===== config.mk =====
export PLATFORM = sky130hd
export DESIGN_NAME = stopwatch_ctrl
export DESIGN_NICKNAME = d
export VERILOG_FILES = /design/src/rtl/stopwatch_ctrl.sv
export SDC_FILE = /design/constraint.sdc
export NUM_CORES = 1
export LEC_CHECK = 0
export CAP_MARGIN = 5
export CORE_ASPECT_RATIO = 2
export CORE_MARGIN = 1.5
export CORE_UTILIZATION = 26
export DETAILED_ROUTE_END_ITERATION = 10
export GPL_ROUTABILITY_DRIVEN = 0
export HOLD_SLACK_MARGIN = 0.08
export PLACE_DENSITY = 0.47
export SYNTH_ARGS = -nofsm -noshare
export SYNTH_HDL_FRONTEND = slang
export SYNTH_SLANG_ARGS = --single-unit
export TNS_END_PERCENT = 30

===== constraint.sdc =====
create_clock -name clk -period 2.9 [get_ports clk]
set_clock_uncertainty 0.05 [all_clocks]
set_input_delay 0.58 -clock clk [delete_from_list [all_inputs] [get_ports clk]]
set_output_delay 0.58 -clock clk [all_outputs]
set_load 0.005 [all_outputs]

===== src/rtl/stopwatch_ctrl.sv =====
// Stopwatch/timer control: sequences a 4-digit BCD MM:SS counter through
// idle/run/pause/lap/done from one-cycle button pulses and a seconds strobe.
module stopwatch_ctrl #(
  parameter logic [15:0] PRESET_BCD = 16'h0130
) (
  input  logic        clk,
  input  logic        rst_n,
  input  logic        start_pulse,
  input  logic        lap_pulse,
  input  logic        clr_pulse,
  input  logic        mode_pulse,
  input  logic        sec_tick,
  output logic [15:0] disp_bcd,
  output logic        running,
  output logic        lap_active,
  output logic        count_down,
  output logic        done
);

  typedef enum logic [2:0] {StIdle, StRun, StPause, StLap, StDone} state_e;

  state_e      state_q;
  logic [15:0] count_q;
  logic [15:0] lap_q;
  logic        count_down_q;

  logic        count_en;
  logic        hit_zero;
  logic [15:0] count_step;
  logic [15:0] reload;

  function automatic logic [15:0] bcd_inc(input logic [15:0] v);
    logic [3:0] mt, mo, st, so;
    {mt, mo, st, so} = v;
    if (so == 4'd9) begin
      so = 4'd0;
      if (st == 4'd5) begin
        st = 4'd0;
        if (mo == 4'd9) begin
          mo = 4'd0;
          mt = (mt == 4'd5) ? 4'd0 : mt + 4'd1;
        end else begin
          mo = mo + 4'd1;
        end
      end else begin
        st = st + 4'd1;
      end
    end else begin
      so = so + 4'd1;
    end
    return {mt, mo, st, so};
  endfunction

  function automatic logic [15:0] bcd_dec(input logic [15:0] v);
    logic [3:0] mt, mo, st, so;
    {mt, mo, st, so} = v;
    if (so == 4'd0) begin
      so = 4'd9;
      if (st == 4'd0) begin
        st = 4'd5;
        if (mo == 4'd0) begin
          mo = 4'd9;
          mt = (mt == 4'd0) ? 4'd5 : mt - 4'd1;
        end else begin
          mo = mo - 4'd1;
        end
      end else begin
        st = st - 4'd1;
      end
    end else begin
      so = so - 4'd1;
    end
    return {mt, mo, st, so};
  endfunction

  // Ticks count in RUN/LAP unless a clear wins the same cycle.
  always_comb begin
    count_en   = sec_tick && !clr_pulse && (state_q == StRun || state_q == StLap);
    count_step = count_down_q ? bcd_dec(count_q) : bcd_inc(count_q);
    hit_zero   = count_en && count_down_q && (count_step == 16'h0000);
    reload     = count_down_q ? PRESET_BCD : 16'h0000;
  end

  always_ff @(posedge clk or negedge rst_n) begin
    if (!rst_n) begin
      state_q      <= StIdle;
      count_q      <= 16'h0000;
      lap_q        <= 16'h0000;
      count_down_q <= 1'b0;
    end else begin
      if (count_en) count_q <= count_step;
      case (state_q)
        StIdle: begin
          if (clr_pulse) begin
            count_q <= reload;
          end else if (start_pulse) begin
            state_q <= (count_down_q && count_q == 16'h0000) ? StDone : StRun;
          end else if (mode_pulse) begin
            count_down_q <= !count_down_q;
            count_q      <= count_down_q ? 16'h0000 : PRESET_BCD;
          end
        end
        StRun: begin
          if (clr_pulse) begin
            state_q <= StIdle;
            count_q <= reload;
          end else if (start_pulse) begin
            state_q <= StPause;
          end else if (lap_pulse) begin
            state_q <= StLap;
            lap_q   <= count_q;
          end
        end
        StLap: begin
          if (clr_pulse) begin
            state_q <= StIdle;
            count_q <= reload;
          end else if (start_pulse) begin
            state_q <= StPause;
          end else if (lap_pulse) begin
            state_q <= StRun;
          end
        end
        StPause: begin
          if (clr_pulse) begin
            state_q <= StIdle;
            count_q <= reload;
          end else if (start_pulse) begin
            state_q <= StRun;
          end
        end
        StDone: begin
          if (clr_pulse) begin
            state_q <= StIdle;
            count_q <= reload;
          end
        end
        default: state_q <= StIdle;
      endcase
      // Reaching 00:00 while counting down overrides any coincident request.
      if (hit_zero) state_q <= StDone;
    end
  end

  assign running    = (state_q == StRun) || (state_q == StLap);
  assign lap_active = (state_q == StLap);
  assign done       = (state_q == StDone);
  assign count_down = count_down_q;
  assign disp_bcd   = lap_active ? lap_q : count_q;

endmodule


Yosys cells after proc, flatten, opt, wreduce, memory -nomap -nowiden
Cells that the tools add are included.
{ "word_totals": {"regBits": 36, "ram_bits": 0, "latch_bits": 0, "mem_count": 0, "mem_bits_ro": 0, "out_inout_bits": 20, "inputBits": 7} }
{ "classes": {"mul": 0, "n_bitwise": 2, "shifts": 0, "addsub": 8, "muxes": 44, "n_eq_ne": 14, "order_cmp": 0, "div": 0, "reduce_logical": 19} }
{ "op_table": {"columns": ["op", "count"], "rows": [
  ["16-bit two-way mux", 7],
  ["4-bit two-way mux", 20],
  ["3-bit two-way mux", 13],
  ["16-bit zero test", 2],
  ["16-bit one-hot mux with 2 select lines", 1],
  ["9-bit two-way mux", 2],
  ["4-bit by 1-bit adder with 4-bit output, second input constant", 4],
  ["4-bit zero test", 4],
  ["4-bit by 1-bit subtractor with 4-bit output, second input constant", 4],
  ["3-bit one-hot mux with 5 select lines", 1],
  ["4-bit by 3-bit equality test with 1-bit output, second input constant", 2],
  ["4-bit equality test, second input constant", 2],
  ["4-bit AND reduction", 2],
  ["3-bit by 2-bit equality test with 1-bit output, second input constant", 2],
  ["3-bit != test, second input constant", 2],
  ["6-bit AND reduction", 1],
  ["1-bit logical AND", 5],
  ["5-bit by 4-bit != test with 1-bit output, second input constant", 1],
  ["5-bit != test, second input constant", 1],
  ["4-bit != test, second input constant", 1],
  ["4-bit OR reduction", 1],
  ["3-bit by 1-bit equality test with 1-bit output, second input constant", 1],
  ["3-bit equality test, second input constant", 1],
  ["3-bit zero test", 1],
  ["4 further kinds", 6]
]} }

Longest topological paths before layout
Gate-level depths: netlist (run 1).
{ "depth": {"word_depth": 11, "ltp_mapped": 9} }

Worst setup path after synthesis (run 1)
Ideal clock, no wire load.
{ "synth_path": {"path_type": "flip-flop to flip-flop", "startpoint": "reg count_q[6]", "endpoint": "reg state_q[1]", "required_time_ns": 2.730, "setup_slack_ns": 0.642, "n_path_buf": 1, "setup_ns": 0.120, "path_stages_with_launch": 9, "arrival_time_ns": 2.088, "cell_sequence": "dfrtp_1 -> bufbuf_16 -> nand4bb_1 -> nor4_1 -> mux2_2 -> o311a_4 -> nor4_2 -> nand4_1 -> and3_1"} }
{ "synth_between": {"elab_chain_len": 8, "elab_cells_between_ends": 27} }
{ "synth_lines": {"columns": ["item", "line", "rtl"], "rows": [
  ["start: declaration", "23", "logic [15:0] count_q;"],
  ["start signal: assignment", "91", "if (count_en) count_q <= count_step;"],
  ["start signal: assignment", "95", "count_q <= reload;"],
  ["start signal: assignment", "100", "count_q <= count_down_q ? 16'h0000 : PRESET_BCD;"],
  ["4-bit by 1-bit adder with 4-bit output (tied with other cells)", "46", "st = st + 4'd1;"],
  ["4-bit two-way mux, on equally long branches", "37, 59", null],
  ["4-bit two-way mux, on equally long branches", "35, 57", null],
  ["16-bit two-way mux *", "79", "count_step = count_down_q ? bcd_dec(count_q) : bcd_inc(count_q);"],
  ["16-bit zero test *", "80", "hit_zero = count_en && count_down_q && (count_step == 16'h0000);"],
  ["1-bit logical AND *", "80", null],
  ["5-bit != test (no source line) (tied with other cells)", null, null],
  ["6-bit AND reduction (no source line)", null, null],
  ["end signal: assignment", "86", "state_q <= StIdle;"],
  ["end signal: assignment", "97", "state_q <= (count_down_q && count_q == 16'h0000) ? StDone : StRun;"],
  ["end signal: assignment", "105", "state_q <= StIdle;"],
  ["end: declaration", "22", "state_e state_q;"]
]} }
Every way passes the cells marked *; elsewhere a longest branch is shown, timed or not.
A chain may end at the register's enable or synchronous reset.

Final worst setup path (run 1)
{ "layout_path": {"startpoint": "reg state_q[0]", "endpoint": "out disp_bcd[8]"} }
{ "layout_between": {"elab_chain_len": 2} }
{ "layout_lines": {"columns": ["item", "line", "rtl"], "rows": [
  ["3-bit by 2-bit equality test with 1-bit output", "146", "assign lap_active = (state_q == StLap);"],
  ["16-bit two-way mux", "149", "assign disp_bcd = lap_active ? lap_q : count_q;"],
  ["end: declaration", "13", "output logic [15:0] disp_bcd,"]
]} }
No other way between the ends.

==> results of run 1 <==
## path summary, 6_finish.rpt
| path | end | slack [ns] | cells past startpoint |
|---|---|---|---|
| worst max-delay path | disp_bcd[8] | 0.18 | 6 |
| worst min-delay path | count_q[13]$_DFF_PN0_ | 0.34 | 1 |
| worst max register to register | state_q[1]$_DFFE_PN0P_ | 0.30 | 7 |
| worst min register to register | lap_q[15]$_DFFE_PN0P_ | 0.45 | 1 |
| max in group asynchronous | lap_q[13]$_DFFE_PN0P_ | 1.91 | 1 |
| min in group clk | lap_q[15]$_DFFE_PN0P_ | 0.45 | 1 |
## power breakdown
part / internal, mW / total (mW) / switching (mW)
clock: 0.317 / 0.549 / 0.232
combinational: 0.353 / 0.743 / 0.390
sequential: 0.563 / 0.668 / 0.105
total: 1.23 / 1.96 / 0.727
## sequential cells by signal (all words and copies together), names as in the netlist
register,count
count_down,1
count_q,16
lap_q,16
state_q,3
## final cells by class
type	count	area share, %
Clock buffer	5	3.94
Clock inverter	3	0.590
Inverter	3	0.787
Multi-Input combinational cell	217	48.1
Sequential cell	36	28.3
Tap cell	135	5.31
Timing Repair Buffer	47	13.0
## routing by layer
metal  vias up  GRT usage [%]
met1      1182           15.5
met4         0           9.09
li1       1091              -
met3        16           1.59
met2        41           30.3
met5         -              0
## worst reg2reg max path: stages, from the launching register on
cell	delay, ns
dfrtp_1	0.53
nor4bb_1	0.57
nand4_1	0.31
xor2_1	0.20
mux2i_1	0.11
nor4b_2	0.32
nand4_1	0.19
and3_1	0.23
## logic make-up after synthesis
kind of cell	share of synthesized area, %
AO/OA/AOI/OAI	14.0
XOR/XNOR	2.62
buffers and inverters	9.34
flip-flops	33.6
multiplexers	15.0
AND/OR/NAND/NOR	25.4
## synthesized netlist by cell type (4+ instances only)
cell type,count
dfrtp_1,36
mux2_2,33
nand2_1,26
nor2_1,24
clkbuf_1,17
a21oi_1,15
o21ai_0,13
nor3_1,8
nor2b_1,7
nand2b_1,6
nand3_1,6
and3_1,5
nor4_1,5
xnor2_1,5
a31oi_1,4
o22ai_1,4
## placed cells by master, fill, tap and decap left out, types with 2 or more instances in the layout
| cell | synthesis | routed |
|---|---|---|
| clkdlybuf4s50_1 | 0 | 25 |
| nor4_1 | 5 | 5 |
| and3_1 | 5 | 5 |
| a31oi_1 | 4 | 4 |
| xor2_1 | 3 | 3 |
| nor3_1 | 8 | 8 |
| xnor2_1 | 5 | 5 |
| o31ai_1 | 3 | 3 |
| clkinv_2 | 0 | 2 |
| dfrtp_1 | 36 | 36 |
| nand3_1 | 6 | 6 |
| nand2_1 | 26 | 26 |
| nand4_1 | 3 | 3 |
| nand4bb_1 | 3 | 3 |
| o41ai_1 | 3 | 3 |
| a221oi_1 | 2 | 2 |
| nor4b_1 | 2 | 2 |
| inv_1 | 2 | 2 |
| a21oi_1 | 15 | 15 |
| o21ai_0 | 13 | 13 |
| mux2_2 | 33 | 33 |
| nor4_2 | 2 | 2 |
| o22ai_1 | 4 | 4 |
| buf_4 | 0 | 21 |
| nor3b_1 | 2 | 2 |
| nand2b_1 | 6 | 6 |
| nor2_1 | 24 | 24 |
| nor2b_1 | 7 | 7 |
| a211oi_1 | 3 | 3 |
| clkbuf_16 | 0 | 5 |
| mux2i_1 | 3 | 3 |
| nand3b_1 | 3 | 3 |
==> qor.yml, run 1 <==
sta:
  finalHoldViolCount: 0
  relSlewSlack_pct: 42.8
  grt_setup_unrepaired: "false"
  worst_hold_slack_ns: 0.337
  fin_crit_sh_pct: 93.8
  setup_violations: 0
  max_freq_mhz: 368
  tightest_slew_ns: 0.859
  fin_crit_ns: 2.72
  setup_slack_ns: 0.179
  slew_viol_final: 0
  fin_tns_setup_ns: 0
logic_synthesis:
  synth_top_cell_by_area: "dfrtp_1"
  syn_nets: 289
  synthesis.area_um2: 2680
  seq_area_frac_synth_pct: 33.6
  yosys_register_bits: 36
  synth_top_area_share_pct: 33.6
  synth-edff-count: 0
  yosys_warnings: 0
  synthArstFlopShare_pct: 100
  syn_avg_cell_area_um2: 9.50
  synth.distinct_cells: 59
  synth_area_leaders: "dfrtp_1, mux2_2, nand2_1"
  synthFlopType: "dfrtp_1"
  syn_inst: 282
detailed_routing:
  wl_met3_um: 140
  num_vias: 2330
  drtPass1Iterations: 5
  ant_nets: 0
  wl_met2_um: 4880
  drc: 0
  drtIter0Drc: 86
  topRoutingLayerUsed: "met4"
  routedLengthMet1_um: 2720
  routedWlPerCell_um: 18.1
  wirelength_um: 8060
  via_per_inst: 5.22
layout:
  stdcell_area_um2: 3180
  final_layout_size_suffix_gt1_share_pct: 24.4
  multi_input_area_um2: 1530
  syn_to_final_growth_pct: 18.7
  instances_no_fill: 446
  fin_util_pct: 31.5
  finalNetCount: 317
  seq_area_um2: 901
  diodes: 0
  nFillCells: 1074
placement:
  dp_cells: 438
  dp_hpwl_um: 6160
  placed_cell_area_um2: 3040
  port_buffers: 26
  dp_slack_ns: 0.297
clock_tree:
  cts_inserted_buffers: 5
  postCtsSetupBuffers: 0
  clk_latency_ns: 0.29
  clockRootBuffer: "clkbuf_16"
  clock-sinks: 36
  clkTransAtPathRegs_ns: 0.06
  cts_resized: 0
  holdBufCountCts: 0
  clock_path_buffers: 2
  h-tree-depth: 2
  cts_tree: "done"
worst_setup_path:
  start_kind: "register"
  crit_path_start: "state_q[0]$_DFFE_PN0P_"
  path_cells: "inv_1 -> nor2_1 -> nand2_1 -> buf_4 -> mux2_2 -> clkdlybuf4s50_1"
  critPathCaptureType: "output port"
  reg2reg_from: "count_q[6]$_DFF_PN0_"
  worst-setup-path-type: "reg2out"
  cp_slowest_stage_delay_ns: 0.47
  critPathSlowestCell: "dfrtp_1"
  path_delay_family: "buffers and inverters"
  required_ns: 2.27
  worstPathArrival_ns: 2.09
  crit_fanout: 17
  timing.critical_path.buf_inv: 3
flow_run:
  drv_cap: 0
min_path:
  hold_path.class: "in2async"
global_routing:
  grt_pass1_wl_um: 12700
  grt_use_total_pct: 15.9
  grt_start_max_net_pins: 37
  overflow: 0
  grt_pass1_vias: 2324
  antenna_found_initial: 0
pwr:
  power_mw: 1.96
  peakVddDrop_uv: 327
  power_density_nw_per_um2: 617
  p_leak_nw: 1.31
die:
  start_util_pct: 26.6
  ios: 27
  dieArea_um2: 11000
  die_w_um: 74.8
  coreArea_um2: 10100
  rows: 52
  die_h_um: 147
outcome:
  status: "completed"
Power figures use the tool's default switching activity.
==> run 2, diff against run 1 <==
--- a/config.mk
+++ b/config.mk
@@ -13,6 +13,7 @@
 export GPL_ROUTABILITY_DRIVEN = 0
 export HOLD_SLACK_MARGIN = 0.08
 export PLACE_DENSITY = 0.47
+export SKIP_CTS_REPAIR_TIMING = 1
 export SYNTH_ARGS = -nofsm -noshare
 export SYNTH_HDL_FRONTEND = slang
 export SYNTH_SLANG_ARGS = --single-unit
==> results of run 2 <==
No change in the layout: final DEF, timing and power equal those of run 1.
